### config.mk
export PLATFORM = sky130hd
export DESIGN_NAME = jk_count_ctrl
export DESIGN_NICKNAME = d
export VERILOG_FILES = /design/src/rtl/jk_ctrl_pkg.sv /design/src/rtl/jk_ff.sv /design/src/rtl/jk_count_ctrl.sv
export SDC_FILE = /design/constraint.sdc
export NUM_CORES = 1
export LEC_CHECK = 0
export ABC_AREA = 1
export CAP_MARGIN = 20
export CORE_MARGIN = 10
export CORE_UTILIZATION = 54
export DETAILED_ROUTE_END_ITERATION = 6
export PLACE_DENSITY = 0.79
export SLEW_MARGIN = 20
export SYNTH_ARGS = -nofsm -noshare
export SYNTH_HDL_FRONTEND = slang
export SYNTH_SLANG_ARGS = --single-unit
### constraint.sdc
create_clock -name clk -period 1.97 [get_ports clk]
set_input_delay 0.394 -clock clk [delete_from_list [all_inputs] [get_ports clk]]
set_output_delay 0.394 -clock clk [all_outputs]
set_load 0.05 [all_outputs]
### src/rtl/jk_ctrl_pkg.sv
// jk_ctrl_pkg
// Shared types for the JK-cell counter controller:
//   state_t   - controller FSM states
//   mode_t    - operation codes carried on the mode input
//   jk_code_t - per-bit {J,K} excitation codes for a jk_ff cell
// The helper functions map a desired bit action onto a {J,K} drive code.
package jk_ctrl_pkg;

    typedef enum logic [1:0] {
        IDLE = 2'b00,
        LOAD = 2'b01,
        RUN  = 2'b10,
        DONE = 2'b11
    } state_t;

    typedef enum logic [1:0] {
        MODE_HOLD = 2'b00,
        MODE_UP   = 2'b01,
        MODE_DOWN = 2'b10,
        MODE_LOAD = 2'b11
    } mode_t;

    // Bit order is {J,K}.
    typedef enum logic [1:0] {
        JK_HOLD = 2'b00,
        JK_CLR  = 2'b01,
        JK_SET  = 2'b10,
        JK_TGL  = 2'b11
    } jk_code_t;

    // Counting uses toggle-only excitation: flip exactly the bits that differ.
    function automatic jk_code_t toggle_code(input logic flip);
        return flip ? JK_TGL : JK_HOLD;
    endfunction

    // Loading forces each bit directly, independent of its present value.
    function automatic jk_code_t load_code(input logic val);
        return val ? JK_SET : JK_CLR;
    endfunction

endpackage

### src/rtl/jk_ff.sv
// jk_ff
// Single-bit JK flip-flop primitive with synchronous active-low clear.
// Ports:
//   clk   - rising-edge clock
//   n_rst - synchronous active-low reset, clears q
//   j, k  - excitation: 00 hold, 01 clear, 10 set, 11 toggle
//   q     - stored bit
//   q_bar - complement of q
module jk_ff (
    input  logic clk,
    input  logic n_rst,
    input  logic j,
    input  logic k,
    output logic q,
    output logic q_bar
);

    logic q_reg;

    always_ff @(posedge clk) begin
        if (!n_rst) begin
            q_reg <= 1'b0;
        end else begin
            case ({j, k})
                2'b00:   q_reg <= q_reg;
                2'b01:   q_reg <= 1'b0;
                2'b10:   q_reg <= 1'b1;
                default: q_reg <= ~q_reg;
            endcase
        end
    end

    assign q     = q_reg;
    assign q_bar = ~q_reg;

endmodule

### src/rtl/jk_count_ctrl.sv
// jk_count_ctrl
// Sequencer driving a WIDTH-bit bank of jk_ff cells as a loadable modulo-MOD
// up/down counter or as a timed hold. Each operation is launched by a start
// pulse in IDLE and ends with a one-cycle done pulse.
// Ports:
//   clk      - rising-edge clock
//   n_rst    - synchronous active-low reset (controller and every jk_ff cell)
//   start    - single-cycle request, sampled only in IDLE
//   mode     - 00 HOLD, 01 UP, 10 DOWN, 11 LOAD (latched with start)
//   load_val - value for LOAD (latched with start)
//   run_len  - number of steps for HOLD/UP/DOWN (latched with start)
//   q        - bank value (jk_ff Q outputs)
//   busy     - high while an operation is in LOAD or RUN
//   done     - one-cycle pulse ending each operation
//   wrap     - one-cycle pulse after a step crossing MOD-1 <-> 0
module jk_count_ctrl
    import jk_ctrl_pkg::*;
#(
    parameter int WIDTH = 4,
    parameter int MOD   = 10,
    parameter int LEN_W = 8
) (
    input  logic             clk,
    input  logic             n_rst,
    input  logic             start,
    input  logic [1:0]       mode,
    input  logic [WIDTH-1:0] load_val,
    input  logic [LEN_W-1:0] run_len,
    output logic [WIDTH-1:0] q,
    output logic             busy,
    output logic             done,
    output logic             wrap
);

    localparam logic [WIDTH-1:0] MOD_M1  = WIDTH'(MOD - 1);
    localparam logic [WIDTH:0]   MOD_EXT = (WIDTH + 1)'(MOD);
    localparam logic [WIDTH-1:0] Q_ONE   = WIDTH'(1);
    localparam logic [LEN_W-1:0] LEN_ONE = LEN_W'(1);

    state_t           state_reg, state_next;
    mode_t            mode_reg;
    logic [WIDTH-1:0] load_val_reg;
    logic [LEN_W-1:0] run_len_reg;
    logic [LEN_W-1:0] step_cnt_reg;
    logic             wrap_reg;

    logic [WIDTH-1:0] q_bank;
    logic [WIDTH-1:0] q_bar_bank;
    logic [WIDTH-1:0] count_next;
    logic             count_wrap;
    logic             q_out_of_range;
    logic [WIDTH-1:0] j_vec;
    logic [WIDTH-1:0] k_vec;

    // ------------------------------------------------------------------
    // Sequential state: FSM register, latched operands, step counter, wrap
    // ------------------------------------------------------------------
    always_ff @(posedge clk) begin
        if (!n_rst) begin
            state_reg    <= IDLE;
            mode_reg     <= MODE_HOLD;
            load_val_reg <= '0;
            run_len_reg  <= '0;
            step_cnt_reg <= '0;
            wrap_reg     <= 1'b0;
        end else begin
            state_reg <= state_next;
            // Registered so the pulse lines up with the q change it describes.
            wrap_reg  <= (state_reg == RUN) && count_wrap;
            if (state_reg == IDLE && start) begin
                mode_reg     <= mode_t'(mode);
                load_val_reg <= load_val;
                run_len_reg  <= run_len;
                step_cnt_reg <= '0;
            end else if (state_reg == RUN) begin
                step_cnt_reg <= step_cnt_reg + LEN_ONE;
            end
        end
    end

    // ------------------------------------------------------------------
    // Next-state logic
    // ------------------------------------------------------------------
    always_comb begin
        state_next = state_reg;
        case (state_reg)
            IDLE: begin
                if (start) begin
                    if (mode_t'(mode) == MODE_LOAD) begin
                        state_next = LOAD;
                    end else if (run_len != '0) begin
                        state_next = RUN;
                    end else begin
                        state_next = DONE;
                    end
                end
            end
            LOAD: state_next = DONE;
            RUN: begin
                // The step taken on this edge is the run_len-th one.
                if (step_cnt_reg == run_len_reg - LEN_ONE) begin
                    state_next = DONE;
                end
            end
            DONE:    state_next = IDLE;
            default: state_next = IDLE;
        endcase
    end

    // ------------------------------------------------------------------
    // Count target. Compared one bit wider so MOD == 2**WIDTH never
    // reports an out-of-range value.
    // ------------------------------------------------------------------
    assign q_out_of_range = ({1'b0, q_bank} >= MOD_EXT);

    always_comb begin
        count_next = q_bank;
        count_wrap = 1'b0;
        case (mode_reg)
            MODE_UP: begin
                if (q_bank >= MOD_M1) begin
                    count_next = '0;
                    count_wrap = 1'b1;
                end else begin
                    count_next = q_bank + Q_ONE;
                end
            end
            MODE_DOWN: begin
                if (q_bank == '0 || q_out_of_range) begin
                    count_next = MOD_M1;
                    count_wrap = 1'b1;
                end else begin
                    count_next = q_bank - Q_ONE;
                end
            end
            default: begin
                count_next = q_bank;
                count_wrap = 1'b0;
            end
        endcase
    end

    // ------------------------------------------------------------------
    // Per-bit excitation and the jk_ff bank
    // ------------------------------------------------------------------
    for (genvar gi = 0; gi < WIDTH; gi++) begin : g_bit
        jk_code_t bit_code;

        always_comb begin
            bit_code = JK_HOLD;
            if (state_reg == LOAD) begin
                bit_code = load_code(load_val_reg[gi]);
            end else if (state_reg == RUN) begin
                bit_code = toggle_code(q_bank[gi] ^ count_next[gi]);
            end
        end

        assign j_vec[gi] = bit_code[1];
        assign k_vec[gi] = bit_code[0];

        jk_ff u_jk_ff (
            .clk   (clk),
            .n_rst (n_rst),
            .j     (j_vec[gi]),
            .k     (k_vec[gi]),
            .q     (q_bank[gi]),
            .q_bar (q_bar_bank[gi])
        );
    end

    // The complement outputs carry no extra information; they only serve as
    // a consistency check on the cell bank.
    always_ff @(posedge clk) begin
        if (n_rst) begin
            assert (q_bar_bank == ~q_bank);
        end
    end

    assign q    = q_bank;
    assign busy = (state_reg == LOAD) || (state_reg == RUN);
    assign done = (state_reg == DONE);
    assign wrap = wrap_reg;

endmodule

# ---- Word-level counts from Yosys, hierarchy flattened
# Index checks and enable logic that the tools add are counted.
dict set report word_totals {
  reg_bits 29
  in_bits 17
  out_inout_bits 7
  word_cells 86
}
dict set report op_classes {
  n_addsub 4
  order_cmp 2
  n_eq_ne 17
  mux 31
  bitwise 9
  n_reduce_logical 13
}
# cell count
set op_table {}
lappend op_table {{2-bit two-way mux} 19}
lappend op_table {{2-bit == test (second input constant)} 8}
lappend op_table {{2-bit by 1-bit == test with 1-bit output (second input constant)} 6}
lappend op_table {{1-bit one-hot mux with 3 select lines} 4}
lappend op_table {{2-bit logical NOT} 5}
lappend op_table {{8-bit by 1-bit adder with 8-bit output (second input constant)} 1}
lappend op_table {{8-bit == test} 1}
lappend op_table {{4-bit greater-or-equal comparator (second input constant)} 2}
lappend op_table {{4-bit two-way mux} 2}
lappend op_table {{2-bit one-hot mux with 4 select lines} 1}
lappend op_table {{4-bit one-hot mux with 2 select lines} 1}
lappend op_table {{8-bit nonzero test} 1}
lappend op_table {{8-bit by 1-bit subtractor with 8-bit output (second input constant)} 1}
lappend op_table {{1-bit NOT} 5}
lappend op_table {{4-bit by 1-bit adder with 4-bit output (second input constant)} 1}
lappend op_table {{4-bit logical NOT} 1}
lappend op_table {{4-bit by 1-bit subtractor with 4-bit output (second input constant)} 1}
lappend op_table {{1-bit bitwise XOR} 4}
lappend op_table {{1-bit two-way mux} 3}
lappend op_table {{1-bit logical AND} 2}
lappend op_table {{1-bit logical OR} 2}
lappend op_table {{2-bit by 1-bit inequality test with 1-bit output (second input constant)} 1}
lappend op_table {{2-bit inequality test (second input constant)} 1}
lappend op_table {{1-bit one-hot mux with 2 select lines} 1}
lappend op_table {{2 further kinds} 2}

# ---- Longest topological paths before layout
dict set report depth {
  depth_word 10
  ltp_mapped 14
  ltp_nobuf 14
}

# ---- Hierarchy
# Synthesis repeated with hierarchy kept, for this count alone.
dict set report hier_totals {
  cells_unflattened 320
  hier_area_um2 2044.5
}
# module instances cells_per_inst area_each_um2 seq_area_each_um2
set by_module_without_submodules {}
lappend by_module_without_submodules {jk_count_ctrl 1 268 1709.1 500.5}
lappend by_module_without_submodules {jk_ff 4 13 83.8 20.0}

# ---- Least setup slack after synthesis
# Ideal clock, no wire load.
dict set report synth_path {
  path_kind {register to register}
  startpoint {reg run_len_reg[0]}
  endpoint {reg state_reg[0]}
  setup_ps 115
  arrival_time_ps 1411
  t_required_ps 1855
  path_slack_ps 444
  path_stages_with_launch 15
  n_path_buf 0
  period_less_slack_ps 1526
  path_cell_list {dfxtp_1 > inv_2 > ha_1 > nand2_1 > inv_1 > nor2_1 > nand2_1 > nor2_1 > nand3_1 > nor2_1 > nand3_1 > nand2_2 > nand3_1 > nand2_1 > nor2_1}
}
dict set report synth_via {
  elab_chain_cells 4
}
# element line_no
set synth_rtl {}
lappend synth_rtl {{from (decl)} jk_count_ctrl.sv:43} ;# logic [LEN_W-1:0] run_len_reg;
lappend synth_rtl {{from (signal assigned)} jk_count_ctrl.sv:73} ;# run_len_reg <= run_len;
lappend synth_rtl {{8-bit by 1-bit subtractor with 8-bit output} jk_count_ctrl.sv:101} ;# if (step_cnt_reg == run_len_reg - LEN_ONE) begin
lappend synth_rtl {{8-bit == test} jk_count_ctrl.sv:101}
lappend synth_rtl {{2-bit by 1-bit inequality test with 1-bit output (no line)} --}
lappend synth_rtl {{2-bit AND reduction (no line)} --}
lappend synth_rtl {{to (signal assigned)} jk_count_ctrl.sv:67} ;# state_reg <= state_next;
lappend synth_rtl {{to (decl)} jk_count_ctrl.sv:40} ;# state_t state_reg, state_next;
# Every way passes these cells.
# A chain may end at the register's enable or synchronous reset.

# ---- Worst setup path in the final report
dict set report layout_path {
  startpoint {reg wrap_reg, in the netlist wrap}
  endpoint {out wrap}
}
# element line_no
set layout_lines {}
lappend layout_lines {{from (decl)} jk_count_ctrl.sv:45} ;# logic wrap_reg;
lappend layout_lines {{from (signal assigned)} jk_count_ctrl.sv:69} ;# wrap_reg <= (state_reg == RUN) && count_wrap;
lappend layout_lines {{to (decl)} jk_count_ctrl.sv:32} ;# output logic wrap
# No word-level cell between the ends.

==> results.md <==
* Status: completed
* Final period utilization at 93.38%
* Worst-path cell chain: clkdlybuf4s50_1
* Total wire length at roughly 3600 microns
* Die width at 76.34 microns
* FMAX at 0.5436 GHz
* Mapped Area at 1714 sq um
* Worst-margin pin slew at 0.4922 ns
* Synth Net Count at 285
* Hold WC Path Type: flop to flop
* Gr ovfl total at 0
* Net Switching at roughly 1200 uW
* Final ANT Viol Nets at 0
* Die area at 5828 sq um
* Die height at 76.34 microns
* Post-Syn Instances at 256
* Max FO, Critical Path at 1
* Top cell type's share of synthesized area at 33.87%
* Placed Area at ~2000 sq um
* Clock network power share at 13.7%
* Fin cells at 325
* Number of max-cap violations at 0
* Synth top area cells: dfxtp_1 (34%), nand2_1 (11%), ha_1 (8.8%)
* Clock Tree Root: clkbuf_4
* Leakage power total at 0.0009162 uW
* Most frequent cells in the layout: nand2_1 (49), inv_1 (36), dfxtp_1 (29)
* Sum Neg Setup Slack at 0 ns
* Worst path depth at 1
* Clk slew on worst S/H paths at approximately 0.090 ns
* Vias per cell at approximately 5.0
* Switch share at 46.93%
* Most common cell after layout, fill and taps aside: nand2_1
* Ant. Diodes at 0
* Register area share after synthesis at 33.87%
* Clock sinks at 29
* GPL Wtd Cong at around 0.83
* Crit-path max cell delay at 0.79 ns
* Synth unique cells at 27
* M1 GR Usage at 14.33%
* Kind of critical path: flop to primary output
* DR iter-0 viols at 69
* Minimum clock period at 1.840 ns
* Data arrival, critical path at 1.45 ns
* RSZ-0062 raised after global routing: no
* Port Buf Inserts at 23
* Clock skew at 0.005649 ns
* Pre-CTS setup slack at 0.2709 ns
* Internal power at roughly 1400 uW
* Startpoint types: flop
* GRT busiest layer: met2
* Nets at between 300 and 400
* TritonCTS clock tree: done
* Top_reg_cell synth: dfxtp_1
* Crit. End Element: primary output
* Fraction of layout instances using a drive strength above 1 at 8.541%
* Critical path's slowest cell: clkdlybuf4s50_1
* First-pass iteration count of the detailed router at 4
* Relative slew margins at roughly two thirds
* Final core utilization at 66.15%
* M3 GR Usage at 5.307%
* Post-synth EDFFs at 0
* CP required at approximately 1.6 ns
* Met2 Use GR at 19.81%
* Final setup fails at 0
* First-pass GRT wire length at 6072 microns
* Standard-cell rows at 20
* Comb power frac at 52.8%
* Placed cell count at 317
* PnR worst setup slack at 0.1304 ns
* Boundary Pins at 24
* Sequential share of power at 33.5%
* Max-slew violation count at 0
* Peak VDD IR at about 1.0 mV
* Vias in the first global route at 1420
* Dpl hpwl at 2916 microns
* H-tree depth at 2
* Area leader, netlist: dfxtp_1
* Largest net degree at the start of global routing at 24
* Yosys reg bits at 29
* Total GRT Usage at 12.45%
* WP buf/inv at 1
* TritonCTS buffer count at 5
* Synth warn at 0
* Final instance area at 2019 sq um
* Worst r2r path cells at 14
* Initial Util at 56.15%
* Power per standard cell area at 1280 nW/um^2
* Core area at between 3000 and 4000 sq um
* Worst-Skew Late Latency at 0.34 ns
* DRC viols at 0
* Initial antenna violation count at 0
* Via count at 1627
* Final hold vios at 0
* CP delay by family, top: buffers and inverters
* Maximum clock insertion buffer count at 2
* Avg Cell Area, Syn at 6.696 sq um
* Hold depth at 2
* Synth-to-layout area growth at 17.81%
* Post-DR wirelength/cell at roughly 11 microns
* FFs w/ async S/R, synth at 0%
[cells in the mapped netlist (2+ instances only)]
cell type and number:
a21oi_1 25, buf_4 4, clkbuf_1 4, dfxtp_1 29
ha_1 12, inv_1 36, inv_2 5, nand2_1 49
nand3_1 13, nor2_1 26, nor2_2 3, nor3_1 4
nor4_1 2, o21ai_0 23, o21ai_1 6, xnor2_1 2
xor2_1 3
[repair_timing]
action	4_1_cts	5_1_grt
hold buffers	0	0
resized for setup	1	0
setup buffers	0	0
endpoints found under the setup margin	1	0
[stage by stage]
step	hold slack, ns	power [uW]
floorplan	0.4495	1932
global placement	0.4595	2233
detailed placement	0.4681	2254
CTS	0.4859	2603
global route	0.5151	2829
finish	0.4814	2584
[power groups by stage]
| stage | clock network, uW | logic (uW) | registers (uW) |
|---|---|---|---|
| after detailed placement | 0 | 1370 | 879 |
| after CTS | 363 | 1380 | 864 |
| after floorplan | 0 | 1090 | 845 |
| after global routing | 390 | 1550 | 889 |
| final | 354 | 1360 | 866 |
| after global placement | 0 | 1360 | 875 |
[layer usage]
metal	share of wire, %	vias to the layer above	wire length (microns)
met1	46	714	1672
met5	0	-	0
li1	-	871	-
met2	46	35	1665
met3	6.5	7	238
met4	1.6	0	58
[worst paths after layout]
check | start | to | slack (ns)
hold / removal | mode_reg[1]$_SDFFE_PN0P_ | mode_reg[1]$_SDFFE_PN0P_ | 0.48
hold reg to reg | mode_reg[1]$_SDFFE_PN0P_ | mode_reg[1]$_SDFFE_PN0P_ | 0.48
setup reg to reg | run_len_reg[0]$_SDFFE_PN0P_ | state_reg[1]$_SDFFE_PN0P_ | 0.31
setup / recovery | wrap$_SDFF_PN0_ | wrap | 0.13
[area by class of cell]
cell class	instances	area, sq um
flip-flops and latches	29	580.6
multi-input cells	178	934.6
clock inverters	2	10.01
inverters	41	153.9
repair buffers	25	244.0
fillers	285	1033
well taps	44	55.05
clock buffers	6	41.29
[kinds of logic after synthesis]
family,after synthesis,synth area share [%]
xor gates and xnor gates,5,2.555
AOI/OAI and AO/OA,59,17.88
adders and majority gates,12,8.759
DFF,29,33.87
buffers and inverters,49,11.61
and+or+nand+nor,102,25.33
No activity file was read; power rests on OpenSTA's default activity.
